## config.mk

```make
export PLATFORM = sky130hd
export DESIGN_NAME = fetch_unit_flat
export DESIGN_NICKNAME = d
export VERILOG_FILES = /design/src/rtl/fetch_unit_pkg.sv /design/src/rtl/fetch_unit_if.sv /design/src/rtl/fetch_unit_run_counter.sv /design/src/rtl/fetch_unit.sv /design/src/flat_wrapper.sv
export SDC_FILE = /design/constraint.sdc
export NUM_CORES = 1
export LEC_CHECK = 0
export CORE_AREA = 2 2 62 64
export DETAILED_ROUTE_END_ITERATION = 8
export DIE_AREA = 0 0 64 66
export PLACE_DENSITY = 0.77
export SLEW_MARGIN = 40
export SYNTH_ARGS = -nofsm -noshare
export SYNTH_HDL_FRONTEND = slang
export SYNTH_SLANG_ARGS = --single-unit
```

## constraint.sdc

```tcl
create_clock -name Clk -period 1.75 [get_ports Clk]
set_input_delay 0.35 -clock Clk [delete_from_list [all_inputs] [get_ports Clk]]
set_output_delay 0.35 -clock Clk [all_outputs]
set_load 0.02 [all_outputs]
```

## src/rtl/fetch_unit_pkg.sv

```systemverilog
// Shared definitions for the fetch unit: control FSM states, decode-mode encodings
// and compare-flag bit positions.
package fetch_unit_pkg;

    typedef enum logic [1:0] {
        IDLE = 2'b00,
        RUN  = 2'b01,
        DONE = 2'b10
    } fetch_state_t;

    localparam logic [1:0] MODE_REG    = 2'b00;
    localparam logic [1:0] MODE_TARGET = 2'b01;
    localparam logic [1:0] MODE_IMM    = 2'b10;
    localparam logic [1:0] MODE_NOP    = 2'b11;

    localparam int unsigned CMP_ZERO = 2;
    localparam int unsigned CMP_EQ   = 1;
    localparam int unsigned CMP_GT   = 0;

endpackage

```

## src/rtl/fetch_unit_if.sv

```systemverilog
// Decoder/harness <-> fetch unit signal bundle. The master side is the decoder plus
// the test harness; the slave side is the fetch unit.
interface fetch_unit_if #(
    parameter int unsigned PC_W = 10
);
    logic            Start;
    logic            BranchEn;
    logic [8:0]      BranchTarget;
    logic [1:0]      NextState;
    logic [8:0]      PrevInstructionOut;
    logic            CMPLoadEn;
    logic [2:0]      CMPBitsOut;
    logic            Ack;
    logic [PC_W-1:0] ProgCtr;
    logic [1:0]      CurrState;
    logic [8:0]      PrevInstruction;
    logic [2:0]      CMPBits;
    logic            Running;
    logic            Done;
    logic            PCWrapErr;
    logic [15:0]     CycleCount;

    modport master (
        output Start, BranchEn, BranchTarget, NextState, PrevInstructionOut,
               CMPLoadEn, CMPBitsOut, Ack,
        input  ProgCtr, CurrState, PrevInstruction, CMPBits, Running, Done,
               PCWrapErr, CycleCount
    );

    modport slave (
        input  Start, BranchEn, BranchTarget, NextState, PrevInstructionOut,
               CMPLoadEn, CMPBitsOut, Ack,
        output ProgCtr, CurrState, PrevInstruction, CMPBits, Running, Done,
               PCWrapErr, CycleCount
    );
endinterface

```

## src/rtl/fetch_unit_run_counter.sv

```systemverilog
// Saturating 16-bit count of RUN cycles; cleared when a program starts.
module fetch_unit_run_counter (
    input  logic        clk,
    input  logic        reset_n,
    input  logic        clear,
    input  logic        inc,
    output logic [15:0] count
);
    logic [15:0] count_q, count_d;

    always_comb begin
        count_d = count_q;
        if (clear) begin
            count_d = '0;
        end else if (inc && (count_q != 16'hFFFF)) begin
            count_d = count_q + 16'd1;
        end
    end

    always_ff @(posedge clk) begin
        if (!reset_n) begin
            count_q <= '0;
        end else begin
            count_q <= count_d;
        end
    end

    assign count = count_q;
endmodule

```

## src/rtl/fetch_unit.sv

```systemverilog
// Program counter and registered decode context feeding the control decoder.
// Define FETCH_CYCLE_COUNT_EN to build the RUN-cycle counter on CycleCount.
module fetch_unit
    import fetch_unit_pkg::*;
#(
    parameter int unsigned PC_W       = 10,
    parameter int unsigned START_ADDR = 0
) (
    input  logic         Clk,
    input  logic         Reset,
    fetch_unit_if.slave  bus
);
    fetch_state_t    state_q, state_d;
    logic [PC_W-1:0] pc_q, pc_d;
    logic [1:0]      mode_q, mode_d;
    logic [8:0]      prev_q, prev_d;
    logic [2:0]      cmp_q, cmp_d;
    logic            wrap_q, wrap_d;
    logic            start_clr;
    logic            cnt_inc;
    logic [PC_W-1:0] target_ext;
    logic [15:0]     cycle_count;

    // Size cast zero-extends or truncates the 9-bit target depending on PC_W.
    assign target_ext = PC_W'(bus.BranchTarget);

    always_comb begin
        state_d   = state_q;
        pc_d      = pc_q;
        mode_d    = mode_q;
        prev_d    = prev_q;
        cmp_d     = cmp_q;
        wrap_d    = wrap_q;
        start_clr = 1'b0;
        cnt_inc   = 1'b0;
        case (state_q)
            IDLE, DONE: begin
                if (bus.Start) begin
                    state_d   = RUN;
                    pc_d      = PC_W'(START_ADDR);
                    mode_d    = MODE_REG;
                    prev_d    = '0;
                    cmp_d     = '0;
                    wrap_d    = 1'b0;
                    start_clr = 1'b1;
                end
            end
            RUN: begin
                cnt_inc = 1'b1;
                // Ack freezes the context so ProgCtr keeps addressing the done instruction.
                if (bus.Ack) begin
                    state_d = DONE;
                end else begin
                    if (bus.BranchEn) begin
                        pc_d = target_ext;
                    end else begin
                        pc_d = pc_q + PC_W'(1);
                        if (pc_q == {PC_W{1'b1}}) begin
                            wrap_d = 1'b1;
                        end
                    end
                    mode_d = bus.NextState;
                    prev_d = bus.PrevInstructionOut;
                    if (bus.CMPLoadEn) begin
                        cmp_d = bus.CMPBitsOut;
                    end
                end
            end
            default: state_d = IDLE;
        endcase
    end

    always_ff @(posedge Clk) begin
        if (!Reset) begin
            state_q <= IDLE;
            pc_q    <= PC_W'(START_ADDR);
            mode_q  <= MODE_REG;
            prev_q  <= '0;
            cmp_q   <= '0;
            wrap_q  <= 1'b0;
        end else begin
            state_q <= state_d;
            pc_q    <= pc_d;
            mode_q  <= mode_d;
            prev_q  <= prev_d;
            cmp_q   <= cmp_d;
            wrap_q  <= wrap_d;
        end
    end

`ifdef FETCH_CYCLE_COUNT_EN
    fetch_unit_run_counter u_run_counter (
        .clk     (Clk),
        .reset_n (Reset),
        .clear   (start_clr),
        .inc     (cnt_inc),
        .count   (cycle_count)
    );
`else
    logic unused_cnt;
    assign unused_cnt  = ^{start_clr, cnt_inc};
    assign cycle_count = '0;
`endif

    assign bus.ProgCtr         = pc_q;
    assign bus.CurrState       = mode_q;
    assign bus.PrevInstruction = prev_q;
    assign bus.CMPBits         = cmp_q;
    assign bus.Running         = (state_q == RUN);
    assign bus.Done            = (state_q == DONE);
    assign bus.PCWrapErr       = wrap_q;
    assign bus.CycleCount      = cycle_count;
endmodule

```

## src/flat_wrapper.sv

```systemverilog
// flat-port wrapper written by rule: the top's interface ports become plain ports
module fetch_unit_flat import fetch_unit_pkg::*;
#(
    parameter int unsigned PC_W       = 10,
    parameter int unsigned START_ADDR = 0
)
  (Clk, Reset, bus_Start, bus_BranchEn, bus_BranchTarget, bus_NextState, bus_PrevInstructionOut, bus_CMPLoadEn, bus_CMPBitsOut, bus_Ack, bus_ProgCtr, bus_CurrState, bus_PrevInstruction, bus_CMPBits, bus_Running, bus_Done, bus_PCWrapErr, bus_CycleCount);
  fetch_unit_if #(.PC_W(PC_W)) bus_i ();
  input  logic Clk;
  input  logic Reset;
  input wire logic [$bits(bus_i.Start)-1:0] bus_Start;
  input wire logic [$bits(bus_i.BranchEn)-1:0] bus_BranchEn;
  input wire logic [$bits(bus_i.BranchTarget)-1:0] bus_BranchTarget;
  input wire logic [$bits(bus_i.NextState)-1:0] bus_NextState;
  input wire logic [$bits(bus_i.PrevInstructionOut)-1:0] bus_PrevInstructionOut;
  input wire logic [$bits(bus_i.CMPLoadEn)-1:0] bus_CMPLoadEn;
  input wire logic [$bits(bus_i.CMPBitsOut)-1:0] bus_CMPBitsOut;
  input wire logic [$bits(bus_i.Ack)-1:0] bus_Ack;
  output wire logic [$bits(bus_i.ProgCtr)-1:0] bus_ProgCtr;
  output wire logic [$bits(bus_i.CurrState)-1:0] bus_CurrState;
  output wire logic [$bits(bus_i.PrevInstruction)-1:0] bus_PrevInstruction;
  output wire logic [$bits(bus_i.CMPBits)-1:0] bus_CMPBits;
  output wire logic [$bits(bus_i.Running)-1:0] bus_Running;
  output wire logic [$bits(bus_i.Done)-1:0] bus_Done;
  output wire logic [$bits(bus_i.PCWrapErr)-1:0] bus_PCWrapErr;
  output wire logic [$bits(bus_i.CycleCount)-1:0] bus_CycleCount;
  assign bus_i.Start = bus_Start;
  assign bus_i.BranchEn = bus_BranchEn;
  assign bus_i.BranchTarget = bus_BranchTarget;
  assign bus_i.NextState = bus_NextState;
  assign bus_i.PrevInstructionOut = bus_PrevInstructionOut;
  assign bus_i.CMPLoadEn = bus_CMPLoadEn;
  assign bus_i.CMPBitsOut = bus_CMPBitsOut;
  assign bus_i.Ack = bus_Ack;
  assign bus_ProgCtr = bus_i.ProgCtr;
  assign bus_CurrState = bus_i.CurrState;
  assign bus_PrevInstruction = bus_i.PrevInstruction;
  assign bus_CMPBits = bus_i.CMPBits;
  assign bus_Running = bus_i.Running;
  assign bus_Done = bus_i.Done;
  assign bus_PCWrapErr = bus_i.PCWrapErr;
  assign bus_CycleCount = bus_i.CycleCount;
  fetch_unit #(.PC_W(PC_W), .START_ADDR(START_ADDR)) u_core (.Clk(Clk), .Reset(Reset), .bus(bus_i));
endmodule
```

# Yosys cells after proc, flatten, opt, wreduce, memory -nomap -nowiden
# Index checks and enable logic that the tools add are counted.
word_totals:
  reg_bits: 27
  in_bits: 29
  output_inout_bits: 43
  elab_cells: 45
classes:
  addsub: 1
  n_eq_ne: 9
  n_mux: 22
  reduce_logical: 7
ops:
  columns: ["operator", "count"]
  rows:
  - ["10-bit 2-to-1 mux", 3]
  - ["10-bit one-hot mux with 2 select lines", 1]
  - ["9-bit 2-to-1 mux", 2]
  - ["9-bit one-hot mux with 2 select lines", 1]
  - ["10-bit by 1-bit adder with 10-bit output (second input constant)", 1]
  - ["10-bit == test (second input constant)", 1]
  - ["2-bit != test (second input constant)", 5]
  - ["3-bit 2-to-1 mux", 3]
  - ["2-bit 2-to-1 mux", 4]
  - ["2-bit one-hot mux with 2 select lines", 2]
  - ["3-bit one-hot mux with 2 select lines", 1]
  - ["5-bit AND reduction", 1]
  - ["1-bit 2-to-1 mux", 4]
  - ["4-bit AND reduction", 1]
  - ["3-bit AND reduction", 1]
  - ["2-bit by 1-bit == test with 1-bit output (second input constant)", 1]
  - ["2-bit == test (second input constant)", 1]
  - ["2-bit zero test", 1]
  - ["2-bit by 1-bit != test with 1-bit output (second input constant)", 1]
  - ["1-bit one-hot mux with 2 select lines", 1]
  - ["2-bit AND reduction", 1]
  - ["2-bit nonzero test", 1]
  - ["2-bit OR reduction", 1]

# Logic depth before layout (Yosys ltp)
depth:
  ltp_word: 5
  mapped_depth: 7
  mapped_depth_nobuf: 5

# Least setup slack after synthesis
# OpenSTA, ideal clock, no wires.
synth_timing:
  path_type: "flip-flop to flip-flop"
  start: "register u_core.pc_q[0] (netlist: u_core.bus.ProgCtr[0])"
  end: "register u_core.pc_q[9] (netlist: u_core.bus.ProgCtr[9])"
  setup_time_ps: 74
  t_arrival_ps: 1510
  required_ps: 1676
  setup_slack_ps: 165
  path_stages_with_launch: 5
  n_path_buf: 0
  period_less_slack_ps: 1585
  path_cell_list: "dfxtp_1 nand3_1 or3_1 or3_1 a31oi_1"
synth_via:
  elab_chain_cells: 4
synth_lines:
  columns: ["item", "line", "rtl"]
  rows:
  - ["start: declaration", "fetch_unit.sv:14", "logic [PC_W-1:0] pc_q, pc_d;"]
  - ["start signal: assignment", "fetch_unit.sv:76", "pc_q <= PC_W'(START_ADDR);"]
  - ["start signal: assignment", "fetch_unit.sv:83", "pc_q <= pc_d;"]
  - ["10-bit by 1-bit adder with 10-bit output", "fetch_unit.sv:57", "pc_d = pc_q + PC_W'(1);"]
  - ["10-bit 2-to-1 mux", "fetch_unit.sv:54", "if (bus.BranchEn) begin"]
  - ["10-bit 2-to-1 mux", "fetch_unit.sv:51", "if (bus.Ack) begin"]
  - ["10-bit one-hot mux with 2 select lines", "fetch_unit.sv:36", "case (state_q)"]
# No other way between the ends. The select of a mux whose other input is x is not followed.
# A chain may end at the register's enable or synchronous reset.

# Worst setup path in the final report
layout_timing:
  start: "register u_core.pc_q[3] (netlist: u_core.bus.ProgCtr[3])"
  end: "output port bus_ProgCtr[3]"
layout_rtl:
  columns: ["item", "line", "rtl"]
  rows:
  - ["end: declaration", "flat_wrapper.sv:19", "output wire logic [$bits(bus_i.ProgCtr)-1:0] bus_ProgCtr;"]
# No word-level cell between the ends.

==> results.json <==
{
  "top_layer": "met4",
  "p_int_w": 0.000842,
  "cp_max_fo": 3,
  "die_w_um": 64,
  "synth_top_area_cell": "dfxtp_1",
  "track_usage": 0.172,
  "io_buffers": 55,
  "leakage_nw": 0.855,
  "crit_required_ns": 1.40,
  "cts_setup_buffers": 0,
  "reg2reg_from": "u_core.bus.ProgCtr[6]",
  "critPathTopFamily": "buffers and inverters",
  "initial_core_util": 0.381,
  "grt_max_degree": 23,
  "root_buffer": "clkbuf_4",
  "status": "completed",
  "cp-end-kind": "output port",
  "fillers": 356,
  "power.density_nw_per_um2": 591,
  "critPathMaxStageDelay_ns": 0.61,
  "cts_num_sinks": 27,
  "cts_max_path_buffers": 2,
  "avgSynthCellArea_um2": 8.20,
  "met3_length_um": 304,
  "grt_pass1_vias": 1262,
  "ys_seq_area_frac": 0.399,
  "crit_arrival_ns": 1.31,
  "path_class": "reg -> out",
  "fin_crit_ns": 1.66,
  "ios": 72,
  "cts-buffers-inserted": 3,
  "clkTransAtPathRegs_ns": 0.15,
  "drc": 0,
  "cp.buffers_inverters": 1,
  "cts_tree": "done",
  "fin_util": 0.561,
  "placedCellCount": 272,
  "max_freq_ghz": 0.602,
  "slowest_stage": "clkdlybuf4s50_1",
  "critPathLaunch": "u_core.bus.ProgCtr[3]",
  "drtIter0Drc": 117,
  "syn2layout_area_growth_pct": 47.1,
  "hold_path.class": "reg -> reg",
  "netlist_area_um2": 1350,
  "switchingPower_w": 0.000335,
  "m1WireLength_mm": 1.55,
  "grt_pass1_wl_mm": 5.82,
  "dp_hpwl_mm": 2.52,
  "synth.distinct_cells": 35,
  "drive_above_1_share": 0.101,
  "synthTopCellsByCount": "27 x dfxtp_1, 18 x nand2_1, 18 x nor2_1",
  "clkPwrFrac": 0.234,
  "hold_ws_ns": 0.481,
  "synth.area.top_cells": "dfxtp_1 40%, buf_4 8.9%, a22oi_1 6.7%",
  "ant_nets": 0,
  "num_vias": 1348,
  "rows": 22,
  "clk_latency_ns": 0.32,
  "p_sw_frac": 0.284,
  "htree_levels": 1,
  "grt-ovfl-total": 0,
  "met2_length_mm": 1.57,
  "min-delay-start": "u_core.bus.CMPBits[0]",
  "hold_viol": 0,
  "yosysMostFrequentCell": "dfxtp_1",
  "rsz0062_at_grt": "no",
  "antenna_cells": 0,
  "yosysWarnings": 0,
  "synthesis.instances": 165,
  "vdd_drop_max_uv": 361,
  "pre_cts_ws_ns": -0.196,
  "dr.pass1.iters": 4,
  "grt_antenna_before_repair": 0,
  "fin_skew_ns": 0.00248,
  "maxCapViolations": 0,
  "p_comb_frac": 0.219,
  "fp.dieH_um": 66,
  "core-area_um2": 3550,
  "vias_per_cell": 4.88,
  "synth_edf_count": 0,
  "die_area_um2": 4220,
  "ys_seq_elements": 27,
  "synth_flop_cell": "dfxtp_1",
  "fin_ws_ns": 0.0895,
  "setup_viol": 0,
  "async_reset_ff_frac": 0,
  "seq_power_share": 0.547,
  "wl_per_cell_um": 12.5,
  "p_total_w": 0.00118,
  "path_cells": "clkdlybuf4s50_1",
  "final_cells": 276,
  "finalNetCount": 259,
  "critPathLaunchType": "register",
  "routabilityCongestion": 0.791,
  "wl_mm": 3.44,
  "fin_crit_sh": 0.949,
  "yosysTopAreaCellShare": 0.399,
  "slew_violations": 0
}
[final timing paths]
check	end	slack [ns]	cells after the start
max reg2reg	u_core.bus.ProgCtr[9]	0.20	4
min reg2reg	u_core.bus.CMPBits[0]	0.48	2
max	bus_ProgCtr[3]	0.09	1
min	u_core.bus.CMPBits[0]	0.48	2
[repair_timing]
action | 4_1_cts | 5_1_grt
hold endpoints to repair | 0 | 0
setup endpoints to repair | 7 | 5
hold buffers | 0 | 0
gates resized for setup | 8 | 5
gates cloned | 0 | 0
[layout make-up]
cell class | instances | area (um^2) | share of cell area
timing repair buffer | 69 | 657 | 0.330
clock inverter | 1 | 5.00 | 0.00251
tap | 48 | 60.1 | 0.0302
clock buffer | 3 | 22.5 | 0.0113
inverter | 2 | 7.51 | 0.00377
multi-input combinational | 126 | 697 | 0.350
sequential | 27 | 543 | 0.273
[kinds of logic after synthesis]
family / count (synthesis) / synth area share
DFF: 27 / 0.399
muxes: 1 / 0.00739
other: 1 / 0.00277
buffers and inverters: 27 / 0.131
and+or+nand+nor: 65 / 0.242
AOI/OAI and AO/OA: 43 / 0.208
adders and majority gates: 1 / 0.00924
[power groups by stage]
| stage | Combinational [W] | Sequential [W] | Clock [W] |
|---|---|---|---|
| after floorplan | 0.000146 | 0.000669 | 0 |
| after global placement | 0.000260 | 0.000657 | 0 |
| after detailed placement | 0.000262 | 0.000656 | 0 |
| after CTS | 0.000260 | 0.000644 | 0.000286 |
| after global routing | 0.000282 | 0.000647 | 0.000316 |
| final | 0.000258 | 0.000644 | 0.000275 |
[flip-flops by register name, summed over array words and instances, names as in the netlist]
register / count
u_core.state_q: 2
u_core.bus.CurrState: 2
u_core.bus.ProgCtr: 10
u_core.bus.PrevInstruction: 9
u_core.bus.CMPBits: 3
u_core.bus.PCWrapErr: 1
[cells in the final DEF (no fill, tap or decap), types with 3 or more instances in the layout]
master            n
nand2_1          18
o21ai_0           5
clkbuf_4          3
dfxtp_1          25
a31oi_1           3
a21oi_1          12
nand3_1          12
buf_4            14
a22oi_1          12
nor2_1           18
clkdlybuf4s50_1  44
conb_1           16
dlymetal6s2s_1    4
o22ai_1           3
dlygate4sd2_1     7
[per-stage QoR]
stage | area (um^2) | setup TNS [ns]
2_1_floorplan | 1410 | 0
3_3_place_gp | 1960 | -2.02
3_5_place_dp | 1960 | -2.24
4_1_cts | 1980 | 0
5_1_grt | 1990 | 0
6_report | 1990 | 0
[metal layers]
layer,track usage,vias up
met5,0,-
met2,0.286,55
met1,0.213,607
met3,0.0545,2
met4,0.0489,0
li1,-,684
Note: power is estimated with default switching activity, not from simulation.
